**config.mk**
```make
export PLATFORM = sky130hd
export DESIGN_NAME = project_switch_sequencer
export DESIGN_NICKNAME = d
export VERILOG_FILES = /design/src/rtl/multi_project_pkg.sv /design/src/rtl/dwell_timer.sv /design/src/rtl/project_switch_sequencer.sv
export SDC_FILE = /design/constraint.sdc
export NUM_CORES = 1
export LEC_CHECK = 0
export BUFFER_PORTS_ARGS = -buffer_cell sky130_fd_sc_hd__buf_2
export CORE_MARGIN = 5
export CORE_UTILIZATION = 35
export CTS_CLUSTER_DIAMETER = 50
export CTS_CLUSTER_SIZE = 20
export DETAILED_ROUTE_END_ITERATION = 12
export SLEW_MARGIN = 20
export SYNTH_ARGS = -nofsm -noshare
export SYNTH_HDL_FRONTEND = slang
export SYNTH_SLANG_ARGS = --single-unit
export TNS_END_PERCENT = 20
```
**constraint.sdc**
```tcl
create_clock -name clk -period 3.2 [get_ports clk]
set_clock_uncertainty 0.2 [all_clocks]
set_input_delay 0.96 -clock clk [delete_from_list [all_inputs] [get_ports clk]]
set_output_delay 0.96 -clock clk [all_outputs]
set_load 0.01 [all_outputs]
```
**src/rtl/multi_project_pkg.sv**
```systemverilog
// Shared definitions for the multi-project harness: project count,
// sequencer state encoding and Wishbone register addresses.
package multi_project_pkg;

   localparam int NUM_PROJECTS = 5;

   // state      | meaning
   // ST_BOOT    | unused after reset, falls back into a boot to project 0
   // ST_IDLE    | pads connected, active project out of reset, ready
   // ST_ISOLATE | pads isolated, every project forced into reset
   // ST_HOLD    | guard interval, mux select already switched to target
   // ST_RELEASE | target released, pads still isolated
   typedef enum logic [2:0] {
      ST_BOOT    = 3'd0,
      ST_IDLE    = 3'd1,
      ST_ISOLATE = 3'd2,
      ST_HOLD    = 3'd3,
      ST_RELEASE = 3'd4
   } seq_state_e;

   localparam logic [31:0] address_active = 32'h3000_0000;
   localparam logic [31:0] address_ws2812 = 32'h3000_0004;
   localparam logic [31:0] address_7seg   = 32'h3000_0008;
   localparam logic [31:0] address_freq   = 32'h3000_000C;

endpackage

```
**src/rtl/dwell_timer.sv**
```systemverilog
// Auto-rotate dwell counter: counts enabled cycles and pulses expire on the
// cycle where the count reaches dwell-1, then starts over.
module dwell_timer #(
   parameter int DWELL_W = 24
) (
   input  logic               clk,
   input  logic               reset_n,
   input  logic               clear,
   input  logic               enable,
   input  logic [DWELL_W-1:0] dwell,
   output logic               expire
);

   logic [DWELL_W-1:0] count_q;
   logic [DWELL_W-1:0] count_d;

   assign expire = enable && (count_q == (dwell - DWELL_W'(1)));

   // Next count: restart on clear, disable or expiry, otherwise increment.
   always_comb begin
      count_d = count_q;
      if (clear || !enable || expire) begin
         count_d = '0;
      end else begin
         count_d = count_q + DWELL_W'(1);
      end
   end

   // Counter register.
   always_ff @(posedge clk or negedge reset_n) begin
      if (!reset_n) begin
         count_q <= '0;
      end else begin
         count_q <= count_d;
      end
   end

endmodule

```
**src/rtl/project_switch_sequencer.sv**
```systemverilog
// Active-project switch sequencer: isolates the pads, holds the outgoing and
// incoming designs in reset for a guard interval, switches the mux select and
// releases only the incoming design. Reset lands in HOLD so that leaving
// reset boots project 0 along the normal path.
module project_switch_sequencer #(
   parameter int NUM_PROJECTS = multi_project_pkg::NUM_PROJECTS,
   parameter int GUARD_CYCLES = 4,
   parameter int DWELL_W      = 24
) (
   input  logic                    clk,
   input  logic                    reset_n,
   input  logic                    cfg_valid,
   output logic                    cfg_ready,
   input  logic [7:0]              cfg_project,
   input  logic                    auto_en,
   input  logic [DWELL_W-1:0]      dwell,
   output logic [7:0]              active_project,
   output logic                    io_isolate,
   output logic [NUM_PROJECTS-1:0] project_reset,
   output logic                    switch_done,
   output logic                    cfg_err
);

   import multi_project_pkg::*;

   localparam int GW = (GUARD_CYCLES > 1) ? $clog2(GUARD_CYCLES) : 1;
   localparam logic [GW-1:0] GUARD_LOAD = GW'(GUARD_CYCLES - 1);

   seq_state_e              state_q, state_d;
   logic [7:0]              target_q, target_d;
   logic [GW-1:0]           guard_q, guard_d;
   logic [7:0]              active_q, active_d;
   logic                    isolate_q, isolate_d;
   logic [NUM_PROJECTS-1:0] preset_q, preset_d;
   logic                    ready_q, ready_d;
   logic                    done_q, done_d;
   logic                    err_q, err_d;

   logic                    in_idle;
   logic                    ext_accept;
   logic                    auto_active;
   logic                    auto_expire;
   logic                    released;
   logic [7:0]              next_id;

   assign in_idle     = (state_q == ST_IDLE);
   assign ext_accept  = cfg_valid && ready_q;
   assign auto_active = auto_en && (dwell != '0);
   assign next_id     = (active_q >= 8'(NUM_PROJECTS - 1)) ? 8'd0 : active_q + 8'd1;

   // An external request in the same cycle wins over the auto step and
   // restarts the dwell count.
   dwell_timer #(.DWELL_W(DWELL_W)) u_dwell_timer (
      .clk     (clk),
      .reset_n (reset_n),
      .clear   (!in_idle || ext_accept),
      .enable  (in_idle && auto_active),
      .dwell   (dwell),
      .expire  (auto_expire)
   );

   // Next state and next values of all registered outputs.
   always_comb begin
      state_d  = state_q;
      target_d = target_q;
      guard_d  = guard_q;
      active_d = active_q;
      err_d    = 1'b0;
      done_d   = 1'b0;

      case (state_q)
         ST_IDLE: begin
            if (ext_accept) begin
               if (cfg_project < 8'(NUM_PROJECTS)) begin
                  target_d = cfg_project;
                  state_d  = ST_ISOLATE;
               end else begin
                  err_d = 1'b1;
               end
            end else if (auto_expire) begin
               target_d = next_id;
               state_d  = ST_ISOLATE;
            end
         end
         ST_ISOLATE: begin
            state_d  = ST_HOLD;
            guard_d  = GUARD_LOAD;
            active_d = target_q;
         end
         ST_HOLD: begin
            if (guard_q == '0) begin
               state_d = ST_RELEASE;
            end else begin
               guard_d = guard_q - GW'(1);
            end
         end
         ST_RELEASE: begin
            state_d = ST_IDLE;
            done_d  = 1'b1;
         end
         default: begin
            state_d  = ST_HOLD;
            target_d = 8'd0;
            guard_d  = GUARD_LOAD;
            active_d = 8'd0;
         end
      endcase

      released  = (state_d == ST_IDLE) || (state_d == ST_RELEASE);
      isolate_d = (state_d != ST_IDLE);
      ready_d   = (state_d == ST_IDLE);
      for (int i = 0; i < NUM_PROJECTS; i++) begin
         preset_d[i] = !(released && (active_d == 8'(i)));
      end
   end

   // State, counters and output registers.
   always_ff @(posedge clk or negedge reset_n) begin
      if (!reset_n) begin
         state_q   <= ST_HOLD;
         target_q  <= 8'd0;
         guard_q   <= GUARD_LOAD;
         active_q  <= 8'd0;
         isolate_q <= 1'b1;
         preset_q  <= '1;
         ready_q   <= 1'b0;
         done_q    <= 1'b0;
         err_q     <= 1'b0;
      end else begin
         state_q   <= state_d;
         target_q  <= target_d;
         guard_q   <= guard_d;
         active_q  <= active_d;
         isolate_q <= isolate_d;
         preset_q  <= preset_d;
         ready_q   <= ready_d;
         done_q    <= done_d;
         err_q     <= err_d;
      end
   end

   assign cfg_ready      = ready_q;
   assign active_project = active_q;
   assign io_isolate     = isolate_q;
   assign project_reset  = preset_q;
   assign switch_done    = done_q;
   assign cfg_err        = err_q;

endmodule

```
* Word level (Yosys, flattened, before mapping)
Cells that the tools add are included.
** Cells by class
- $add $sub $neg :: 4
- Reductions and logical operators :: 28
- Muxes and demuxes :: 18
- Equal/unequal tests :: 15
- Bitwise gates (word level) :: 2
- $lt $le $gt $ge :: 2
** Operators by type and width (number)
- $mux W8 :: 4
- $pmux W8 S2 :: 2
- $add A24 B1 Y24 const B :: 1
- $eq A24 B24 Y1 :: 1
- $mux W24 :: 1
- $reduce_bool A24 Y1 :: 1
- $sub A24 B1 Y24 const B :: 1
- $eq A8 B2 Y1 const B :: 2
- $mux W3 :: 4
- $logic_and A1 B1 Y1 :: 9
- $pmux W3 S3 :: 1
- $add A8 B1 Y8 const B :: 1
- $eq A8 B1 Y1 const B :: 1
- $eq A8 B3 Y1 const B :: 1
- $ge A8 B3 Y1 const B :: 1
- $logic_not A8 Y1 :: 1
- $lt A8 B3 Y1 const B :: 1
- $logic_not A1 Y1 :: 7
- $eq A3 B1 Y1 const B :: 2
- $eq A3 B2 Y1 const B :: 2
- $eq A3 B3 Y1 const B :: 2
- $ne A3 B1 Y1 const B :: 2
- $reduce_or A3 Y1 :: 2
- $logic_or A1 B1 Y1 :: 4
- 11 further kinds :: 15
** Storage, ports and cells
- Output and inout port bits :: 17
- Flip-flop bits (word level) :: 54
- Input bits :: 36
- Word-level logic and storage cells :: 79

* Logic depth before layout (Yosys ltp)
- Depth in word-level cells :: 11
- Gate-level depth with buffers :: 11
- Gate-level depth less buffers :: 10

* Hierarchy
A second synthesis with hierarchy kept.
** Unflattened totals
- Cells, all modules :: 414
- Area, all modules :: 3688.5 sq um
** By module, submodules not included
- dwell_timer :: area an instance 2208.4 sq um, instances 1, cells an instance 283, seq. area each 600.6 sq um
- project_switch_sequencer :: area an instance 1480.2 sq um, instances 1, cells an instance 131, seq. area each 763.2 sq um

* Worst setup path before layout
Ideal clock, no wire load.
- Kind :: input port to flip-flop
- From :: in dwell[0]
- To :: reg preset_q[0] (netlist: project_reset[0])
- Path buffers :: 0
- Setup time :: 0.094 ns
- Setup slack :: -0.226 ns
- Data required time :: 2.906 ns
- Arrival :: 3.131 ns
- Stages :: 10
- Path through :: inv_1 > ha_1 > or3b_2 > nor2_2 > nor4b_1 > o32a_1 > and4_4 > a21oi_4 > o21ai_2 > or4_1
** Between the ends
- Longest elaborated chain between the ends :: 11
- Elaborated cells between the ends (all ways) :: 14
- Classes of those cells :: add/sub (1); eq/ne (3); mux (3); reduce/logical (7)
** Ends and longest elaborated chain
- start: declaration :: line project_switch_sequencer.sv:16 : input logic [DWELL_W-1:0] dwell,
- parallel branches: the longest is 3 deep, another holds $sub A24 B1 Y24
- $logic_and A1 B1 Y1 (*) :: line dwell_timer.sv:17 : assign expire = enable && (count_q == (dwell - DWELL_W'(1)));
- $mux W3 (*) :: line project_switch_sequencer.sv:80 : end else if (auto_expire) begin
- $mux W3 (*) :: line project_switch_sequencer.sv:73 : if (ext_accept) begin
- $pmux W3 S3 (*) :: line project_switch_sequencer.sv:71 : case (state_q)
- net state_d[1] :: line project_switch_sequencer.sv:29 : seq_state_e state_q, state_d;
- $eq A3 B1 Y1 or $eq A3 B3 Y1 (tied branches) :: line project_switch_sequencer.sv:109 : released = (state_d == ST_IDLE) || (state_d == ST_RELEASE);
- $logic_or A1 B1 Y1 (*) :: line project_switch_sequencer.sv:109
- $logic_and A1 B1 Y1 (*) :: line project_switch_sequencer.sv:113 : preset_d[i] = !(released && (active_d == 8'(i)));
- $logic_not A1 Y1 (*) :: line project_switch_sequencer.sv:113
- net preset_d[0] :: line project_switch_sequencer.sv:34 : logic [NUM_PROJECTS-1:0] preset_q, preset_d;
- end signal: assignment :: line project_switch_sequencer.sv:135 : preset_q <= preset_d;
- end: declaration :: line project_switch_sequencer.sv:34
Mark *: on every way through the listed nets, which the timed path passes.
A chain may end at the register's enable or synchronous reset.

* Worst setup path after layout
- From :: in dwell[0]
- To :: reg target_q[0]
** Between the ends
- Longest elaborated chain between the ends :: 6
- Elaborated cells between the ends (all ways) :: 8
- Classes of those cells :: add/sub (1); eq/ne (2); reduce/logical (5)
** Ends and longest elaborated chain
- parallel branches: the longest is 3 deep, another holds $sub A24 B1 Y24
- $logic_and A1 B1 Y1 (*) :: line dwell_timer.sv:17
- $ne A3 B1 Y1 (no line) (*)
- $reduce_and A3 Y1 (no line) (*)
- end signal: assignment :: line project_switch_sequencer.sv:131 : target_q <= target_d;
- end: declaration :: line project_switch_sequencer.sv:30 : logic [7:0] target_q, target_d;
Mark *: on every way between the ends.

==> flow_metrics.py <==
metrics = {
    "outcome": {
        "status": "complete, but fails checks",
        "violations": "negative setup slack",
    },
    "synth": {
        "muxShareOfSynthArea": 0.00301,
        "synth_xor_area_frac": 0.137,
        "synth-simple-area-share": 0.278,
        "syn-instance-count": 356,
        "synth-seq-cells": 54,
        "yosysWarnings": 0,
        "yosysUniqueCellTypes": 58,
        "synth_compound_area_frac": 0.120,
        "ys_async_sr_fraction": 1.00,
        "synth_enable_flop_cells": 0,
        "synth_flop_cell": "dfrtp_1",
        "synth.yosys.seq_area_share": 0.411,
        "netlist_area_um2": 3320,
        "syn-num-nets": 398,
        "synthAdderAreaFrac": 0.0226,
        "avgSynthCellArea_um2": 9.33,
        "synth_top_family_by_area": "simple AND/OR/NAND/NOR gates",
    },
    "drt": {
        "drcViolationCount": 0,
        "firstDrtPassIters": 4,
        "route.vias.total": 3005,
        "avgRoutedWirePerCell_um": 14.5,
        "drtIter0Drc": 131,
        "final_antenna_net_count": 0,
        "viasPerCell": 5.08,
        "routed_wirelength_um": 8610,
    },
    "global_routing": {
        "first_global_vias": 3055,
        "grtUsageTotal": 0.153,
        "grt_first_pass_wirelength_um": 14300,
        "gr-total-overflow": 0,
        "antenna_found_initial": 0,
        "grt_max_degree": 47,
    },
    "layout": {
        "antennaDiodeCount": 0,
        "drive_gt1_frac": 0.339,
        "final_nets": 504,
        "fin_area_um2": 4420,
        "final_cells": 592,
        "area_growth_pct": 33.2,
    },
    "sta": {
        "max_freq_mhz": 312,
        "fin_crit_ps": 3210,
        "hold_violations": 0,
        "fin_crit_sh": 1.00,
        "setup_viol": 1,
        "worstMarginPinSlew_ps": 569,
        "finalWorstSetupSlack_ps": -8.60,
        "rsz0062_at_grt": "yes",
        "drv_slew": 0,
        "slew_headroom": 0.621,
    },
    "power_and_ir_drop": {
        "power.density_nw_per_um2": 424,
        "vdd_ir_drop_max_mv": 0.295,
        "p_leak_nw": 1.86,
    },
    "setup_path": {
        "start_kind": "primary input",
        "cpPeakStageDelay_ps": 520,
        "cp_max_fo": 5,
        "critical-path-slowest-cell": "or4b_4",
        "path_class": "primary input to flop",
        "worstPathArrival_ps": 3240,
        "worstRegToRegCells": 6,
        "end_kind": "flop",
        "worstReg2RegEnd": "project_reset[2]",
        "reg2reg_slack_ps": 480,
        "r2r_start": "state_q[0]",
        "cp.required_ps": 3230,
        "crit_chain": "buf_12 -> clkinv_8 -> ha_4 -> nor3b_4 -> nand3_2 -> or4b_4 -> a2bb2oi_2 -> and4_4 -> a21oi_4 -> nand3b_1 -> o22ai_1",
    },
    "placed_design": {
        "pre_cts_ws_ps": -401,
        "dpl.hpwl_um": 6740,
        "dpl.cell_count": 577,
        "placed_area_um2": 4120,
        "routabilityCongestion": 0.845,
        "io_buffers": 52,
    },
    "cts": {
        "cts.sink_count": 54,
        "root_buffer": "clkbuf_8",
        "clkTransAtPathRegs_ps": 100,
        "htreeDepth": 2,
        "cts_buffers": 5,
        "cts_tree": "built",
        "clk_latency_ps": 310,
        "clock_path_buffers": 2,
        "cts_hold_buf": 0,
    },
    "worst_hold_path": {
        "hp-class": "primary input to async pin",
    },
    "die": {
        "coreArea_um2": 9240,
        "die_area_um2": 11500,
        "rows": 35,
        "die_x_um": 107,
        "die_h_um": 107,
        "io_pins": 53,
        "start_util": 0.359,
    },
    "flow_run": {
        "drv_cap": 0,
    },
}
stage by stage:
stage / util / setup TNS [ps] / hold WS [ps] / power [W]
final: 0.479 / -8.60 / 295 / 0.00187
after global routing: 0.479 / -423 / 294 / 0.00200
after CTS: 0.470 / -18.0 / 289 / 0.00188
after detailed placement: 0.445 / -14080 / 299 / 0.00147
after global placement: 0.445 / -11400 / 286 / 0.00145
after floorplan: - / 0 / 265 / 0.00122
repair_timing:
action / CTS / global route
endpoints found under the setup margin: 35 / 40
pin swaps: 7 / 8
cloned: 0 / 0
resized for setup: 22 / 10
setup buffers: 5 / 2
placed cells by master, fill, tap and decap left out, types with 10 or more instances in the layout:
cell type and n:
buf_4 51, buf_2 50, nor2_1 45, dfrtp_1 44, xnor2_1 34, nand2_1 23, nand3_1 18, xor2_1 18
o21ai_0 15, inv_1 14, a22oi_1 11, nor2b_1 10, dfstp_2 10
how the worst max path moves through the flow:
stage / endpoint / start / cells after the start
4_1_cts: target_q[2] / dwell[1] / 11
5_1_grt: project_reset[4] / dwell[0] / 12
3_3_place_gp: project_reset[4] / dwell[7] / 9
3_5_place_dp: state_q[0] / dwell[1] / 11
2_1_floorplan: u_dwell_timer.count_q[8] / dwell[7] / 9
6_report: target_q[0] / dwell[0] / 11
critical path, delay by kind of cell:
| family | cells | cell delay (ps) |
|---|---|---|
| buffers and inverters | 2 | 160 |
| adders and majority gates | 1 | 120 |
| and+or+nand+nor | 5 | 1570 |
| AOI/OAI and AO/OA | 3 | 420 |
synthesized netlist by cell type (all sizes together) (2+ instances only):
master	count	area, um2
dfrtp	44	1100
nand4	8	50.1
xor2	18	158
or4	8	63.8
nor4b	3	26.3
a22oi	11	82.6
nor3b	3	27.5
a31oi	2	12.5
nor2b	10	62.6
nand2	23	86.3
nor3	8	45.0
o211ai	2	15.0
ha	6	75.1
dfstp	10	263
and2	2	12.5
and4	2	20.0
o21ai	17	88.8
nor4	14	128
nand2b	2	12.5
xnor2	34	298
nand3	20	105
or3	2	12.5
buf	3	21.3
nor2	46	175
clkbuf	4	15.0
and3	7	43.8
or4b	2	20.0
nand3b	3	22.5
a21oi	8	62.6
inv	16	60.1
o22ai	4	25.0
state kept, by name (all words and copies together) (netlist names), 2 cells and up:
name and flops:
guard_q 2, target_q 8, project_reset 5, state_q 3
active_project 8, u_dwell_timer.count_q 24
logic make-up after synthesis:
family | after synthesis
AOI/OAI and AO/OA | 56
xor gates and xnor gates | 52
adders and majority gates | 6
buffers and inverters | 23
DFF | 54
muxes | 1
and+or+nand+nor | 164
report_power, final:
part           internal, W  switching [W]  total, W
Sequential        0.000786      0.0000794  0.000865
Clock             0.000158       0.000232  0.000390
Combinational     0.000265       0.000354  0.000618
Total              0.00121       0.000665   0.00187
layer usage:
| metal | vias up | routed length (um) | GRT usage |
|---|---|---|---|
| met4 | 0 | 70 | 0.0370 |
| met5 | - | 0 | 0 |
| met3 | 8 | 309 | 0.0192 |
| li1 | 1480 | - | - |
| met2 | 65 | 4050 | 0.256 |
| met1 | 1452 | 4180 | 0.210 |
cell type report:
class                   instances  area, um2
fillers                       882       4820
multi-input cells             279       2010
flip-flops and latches         54       1360
repair buffers                106        716
well taps                     129        161
inverters                      16       80.1
clock buffers                   5       68.8
clock inverters                 3       25.0
No activity file was read; power rests on OpenSTA's default activity.
